`src/rtl/fc_mem_arbiter.sv`:
```
// Single-port memory arbiter between a compute read engine and a weight/bias loader.
// Compute has default priority; a starvation counter and a burst lock give the loader its turn.
module fc_mem_arbiter #(
    parameter int ADDR_WID     = 16,
    parameter int DATA_WID     = 16,
    parameter int MEM_LAT      = 1,
    parameter int STARVE_LIMIT = 8
) (
    input  logic                clk,
    input  logic                rst,
    input  logic                cmp_req,
    input  logic [ADDR_WID-1:0] cmp_addr,
    output logic                cmp_gnt,
    output logic [DATA_WID-1:0] cmp_rdata,
    output logic                cmp_rvalid,
    input  logic                ld_req,
    input  logic [ADDR_WID-1:0] ld_addr,
    input  logic [DATA_WID-1:0] ld_wdata,
    input  logic                ld_last,
    output logic                ld_gnt,
    output logic                mem_en,
    output logic                mem_we,
    output logic [ADDR_WID-1:0] mem_addr,
    output logic [DATA_WID-1:0] mem_wdata,
    input  logic [DATA_WID-1:0] mem_rdata,
    output logic                ld_locked
);

    localparam logic [7:0] STARVE_MAX = 8'(STARVE_LIMIT);

    logic               lock_r;
    logic [7:0]         starve_cnt_r;
    logic [MEM_LAT-1:0] rv_sr_r;
    logic               starved_s;

    assign starved_s = (starve_cnt_r >= STARVE_MAX);

    // Grant decision: reset blocks everything, lock hands the port to the loader.
    always_comb begin
        cmp_gnt = 1'b0;
        ld_gnt  = 1'b0;
        if (rst) begin
            cmp_gnt = 1'b0;
            ld_gnt  = 1'b0;
        end else if (lock_r) begin
            ld_gnt = ld_req;
        end else if (ld_req && (!cmp_req || starved_s)) begin
            ld_gnt = 1'b1;
        end else if (cmp_req) begin
            cmp_gnt = 1'b1;
        end else begin
            cmp_gnt = 1'b0;
            ld_gnt  = 1'b0;
        end
    end

    // Memory command mux driven by whichever requester holds the grant.
    always_comb begin
        mem_en    = 1'b0;
        mem_we    = 1'b0;
        mem_addr  = {ADDR_WID{1'b0}};
        mem_wdata = {DATA_WID{1'b0}};
        if (ld_gnt) begin
            mem_en    = 1'b1;
            mem_we    = 1'b1;
            mem_addr  = ld_addr;
            mem_wdata = ld_wdata;
        end else if (cmp_gnt) begin
            mem_en   = 1'b1;
            mem_addr = cmp_addr;
        end else begin
            mem_en    = 1'b0;
            mem_we    = 1'b0;
            mem_addr  = {ADDR_WID{1'b0}};
            mem_wdata = {DATA_WID{1'b0}};
        end
    end

    // Burst lock: only a granted non-final word opens it, a granted final word closes it.
    always_ff @(posedge clk) begin
        if (rst) begin
            lock_r <= 1'b0;
        end else if (ld_gnt) begin
            lock_r <= !ld_last;
        end else begin
            lock_r <= lock_r;
        end
    end

    // Starvation counter: counts refused loader cycles, saturating at the limit.
    always_ff @(posedge clk) begin
        if (rst) begin
            starve_cnt_r <= 8'd0;
        end else if (ld_req && !ld_gnt) begin
            if (starve_cnt_r < STARVE_MAX) begin
                starve_cnt_r <= starve_cnt_r + 8'd1;
            end else begin
                starve_cnt_r <= starve_cnt_r;
            end
        end else begin
            starve_cnt_r <= 8'd0;
        end
    end

    // Read-valid pipeline mirrors the fixed memory latency.
    if (MEM_LAT > 1) begin : g_rv_deep
        always_ff @(posedge clk) begin
            if (rst) begin
                rv_sr_r <= {MEM_LAT{1'b0}};
            end else begin
                rv_sr_r <= {rv_sr_r[MEM_LAT-2:0], cmp_gnt};
            end
        end
    end else begin : g_rv_one
        always_ff @(posedge clk) begin
            if (rst) begin
                rv_sr_r <= 1'b0;
            end else begin
                rv_sr_r <= cmp_gnt;
            end
        end
    end

    // Reset masks the registered status so nothing leaks out during the reset cycle.
    assign cmp_rvalid = rv_sr_r[MEM_LAT-1] & ~rst;
    assign ld_locked  = lock_r & ~rst;
    assign cmp_rdata  = mem_rdata;

endmodule
```
`config.mk`:
```
export PLATFORM = sky130hd
export DESIGN_NAME = fc_mem_arbiter
export DESIGN_NICKNAME = d
export VERILOG_FILES = /design/src/rtl/fc_mem_arbiter.sv
export SDC_FILE = /design/constraint.sdc
export NUM_CORES = 1
export LEC_CHECK = 0
export ABC_AREA = 0
export ABC_CLOCK_PERIOD_IN_PS = 2700
export CORE_MARGIN = 2
export CORE_UTILIZATION = 25
export DETAILED_ROUTE_END_ITERATION = 10
export DONT_BUFFER_PORTS = 1
export GPL_ROUTABILITY_DRIVEN = 0
export PLACE_DENSITY_LB_ADDON = 0.2
export SLEW_MARGIN = 20
export SYNTH_ARGS = -nofsm -noshare
export SYNTH_HDL_FRONTEND = slang
export SYNTH_SLANG_ARGS = --single-unit
```
`constraint.sdc`:
```
create_clock -name clk -period 2.7 [get_ports clk]
set_input_delay 0.675 -clock clk [delete_from_list [all_inputs] [get_ports clk]]
set_output_delay 0.675 -clock clk [all_outputs]
set_load 0.005 [all_outputs]
```
==> flow_summary.yaml <==
synthesis:
  synthTopCellsByArea: "dfxtp_1 (20%), buf_4 (13%), o32ai_2 (13%), nand2b_1 (10%), and2_1 (9.9%)"
  synth_area_per_cell_um2: 7.93
  synth_top_area_cell: "dfxtp_1"
  syn_area_um2: 1010
  synth_top_area_share_pct: 19.7
  synth-edff-count: 0
  synthCells: 128
  synth_cell_types: 24
  synth_seq_area_share_pct: 19.7
  ys_async_sr_fraction_pct: 0
  ys.flop_type: "dfxtp_1"
  synth-seq-cells: 10
  yosysWarnings: 0
floorplanning:
  die_area_um2: 4580
  io_pins: 123
  initial_core_util_pct: 25.7
  die_width_um: 67.7
  num_rows: 23
  die_h_um: 67.7
  core_um2: 3940
clock_tree:
  ctsHoldBuffers: 0
  clock_path_buffers: 2
  clkTransAtPathRegs_ps: 50
  cts.sinks: 10
  clockRootBuffer: "clkbuf_8"
  clk_latency_ps: 230
  cts_resized: 0
  cts_buffers: 3
  htreeDepth: 1
  cts_tree: "yes"
  cts_setup_buffers: 0
worst_setup_path:
  cp-start-kind: "primary input"
  reg2reg_slack_ps: 1260
  regToRegEndpoint: "starve_cnt_r[3]"
  crit_start: "cmp_req"
  end_kind: "output port"
  cp-endpoint: "mem_addr[6]"
  path_class: "in2out"
  cp_data_required_time_ps: 2030
  r2r_start: "starve_cnt_r[7]"
  r2r_cells: 3
  arrival_ps: 1730
  path_max_fanout: 18
sta:
  skew_ps: 2.30
  slew_violations: 0
  finalSetupViolCount: 0
  hold_slack_ps: 460
  fmax_mhz: 415
  tns_ps: 0
  finalHoldViolations: 0
  finalCritPeriodShare_pct: 89.2
  rsz0062_at_grt: "no"
  min_period_ps: 2410
global_routing:
  grt_pass1_vias: 674
  grt_first_pass_wirelength_mm: 3.08
  grtUsageTotal_pct: 9.09
  grt_max_degree: 40
  grt-ovfl-total: 0
  antenna_found_initial: 0
final_layout:
  mostFrequentLayoutCell: "inv_1"
  n_antenna_cell: 0
  final_area_um2: 987
  mostFrequentLayoutCells: "inv_1 (21), nand2b_1 (17), and2_1 (16)"
  drive_above_1_share_pct: 15.2
  final_nets: 184
  fillers: 424
  syn_to_final_growth_pct: -2.71
flow_run:
  drv_cap: 0
power:
  powerDensity_nw_per_um2: 422
  total_power_w: 0.000417
  p_leak_nw: 0.393
  vdd_drop_max_mv: 0.203
drt:
  ant_nets: 0
  drc: 0
  routedWlPerCell_um: 14.1
  dr.pass1.iters: 4
  initialDrtViolationCount: 26
  routed_wl_mm: 2.28
  vias: 805
  viasPerCell: 4.97
placement:
  place_area_um2: 932
  numPortBuffers: 0
  hpwl_mm: 1.89
worst_hold_path:
  worstHoldPathType: "reg2reg"
outcome:
  outcome: "finished, final reports clean"
[state kept, by name, indices dropped and copies added, names as in the netlist]
register      flops
lock_r            1
starve_cnt_r      8
rv_sr_r           1
[stage by stage]
step                util, %  setup slack [ps]  cells
floorplan                 -               299    131
global placement       23.6               312    158
detailed placement     23.6               284    158
CTS                    25.0               278    162
global route           25.0               210    162
finish                 25.0               291    162
[per-layer routing]
metal / up-vias / part of all wire [%] / global-route usage (%)
met1: 353 / 34 / 9.44
met5: - / 0 / 0
met2: 84 / 49 / 16.3
met3: 2 / 16 / 4.33
li1: 366 / - / -
met4: 0 / 0.61 / 2.30
[cells in the mapped netlist (2+ instances only)]
master and instances:
clkbuf_1 4, inv_1 21, buf_2 2, buf_4 18, ha_1 2, o32ai_1 8
o32ai_2 8, and2_1 16, or3_1 2, dfxtp_1 10, nand2b_1 17, nor2_1 8
[layout make-up]
| type | count | area [µm²] | area share [%] |
|---|---|---|---|
| Clock buffer | 4 | 55.1 | 5.58 |
| Inverter | 21 | 78.8 | 7.98 |
| Multi-Input combinational cell | 75 | 576 | 58.3 |
| Sequential cell | 10 | 200 | 20.3 |
| Tap cell | 50 | 62.6 | 6.34 |
| Timing Repair Buffer | 2 | 15.0 | 1.52 |
[kinds of logic (layout without fill, tap and decap cells)]
| kind of cell | after synthesis | in the layout | share of synthesized area (%) |
|---|---|---|---|
| AOI/OAI and AO/OA | 23 | 23 | 25.4 |
| DFF | 10 | 10 | 19.7 |
| adders and majority gates | 2 | 2 | 2.47 |
| buffers and inverters | 46 | 27 | 24.7 |
| xor gates and xnor gates | 1 | 1 | 0.863 |
| other | 1 | 4 | 0.370 |
| and+or+nand+nor | 45 | 45 | 26.5 |
[report_power, final]
part	leakage (nW)	switching, W	internal [W]
sequential	0.0825	0.00000171	0.000153
clock	0.0288	0.0000552	0.000128
combinational	0.281	0.0000429	0.0000362
total	0.393	0.0000999	0.000317
[worst max-delay path, stage by stage]
cell     delay (ps)
or4b_4          460
o32a_1          170
buf_4           210
o32ai_1         210
[worst min path at each step]
stage	start	end	cells after the start
after floorplan	starve_cnt_r[0]	starve_cnt_r[0]	1
after global placement	starve_cnt_r[0]	starve_cnt_r[0]	1
after detailed placement	starve_cnt_r[0]	starve_cnt_r[0]	1
after CTS	starve_cnt_r[0]	starve_cnt_r[0]	1
after global routing	starve_cnt_r[0]	starve_cnt_r[0]	1
final	starve_cnt_r[0]	starve_cnt_r[0]	1
Note: power is estimated with default switching activity, not from simulation.
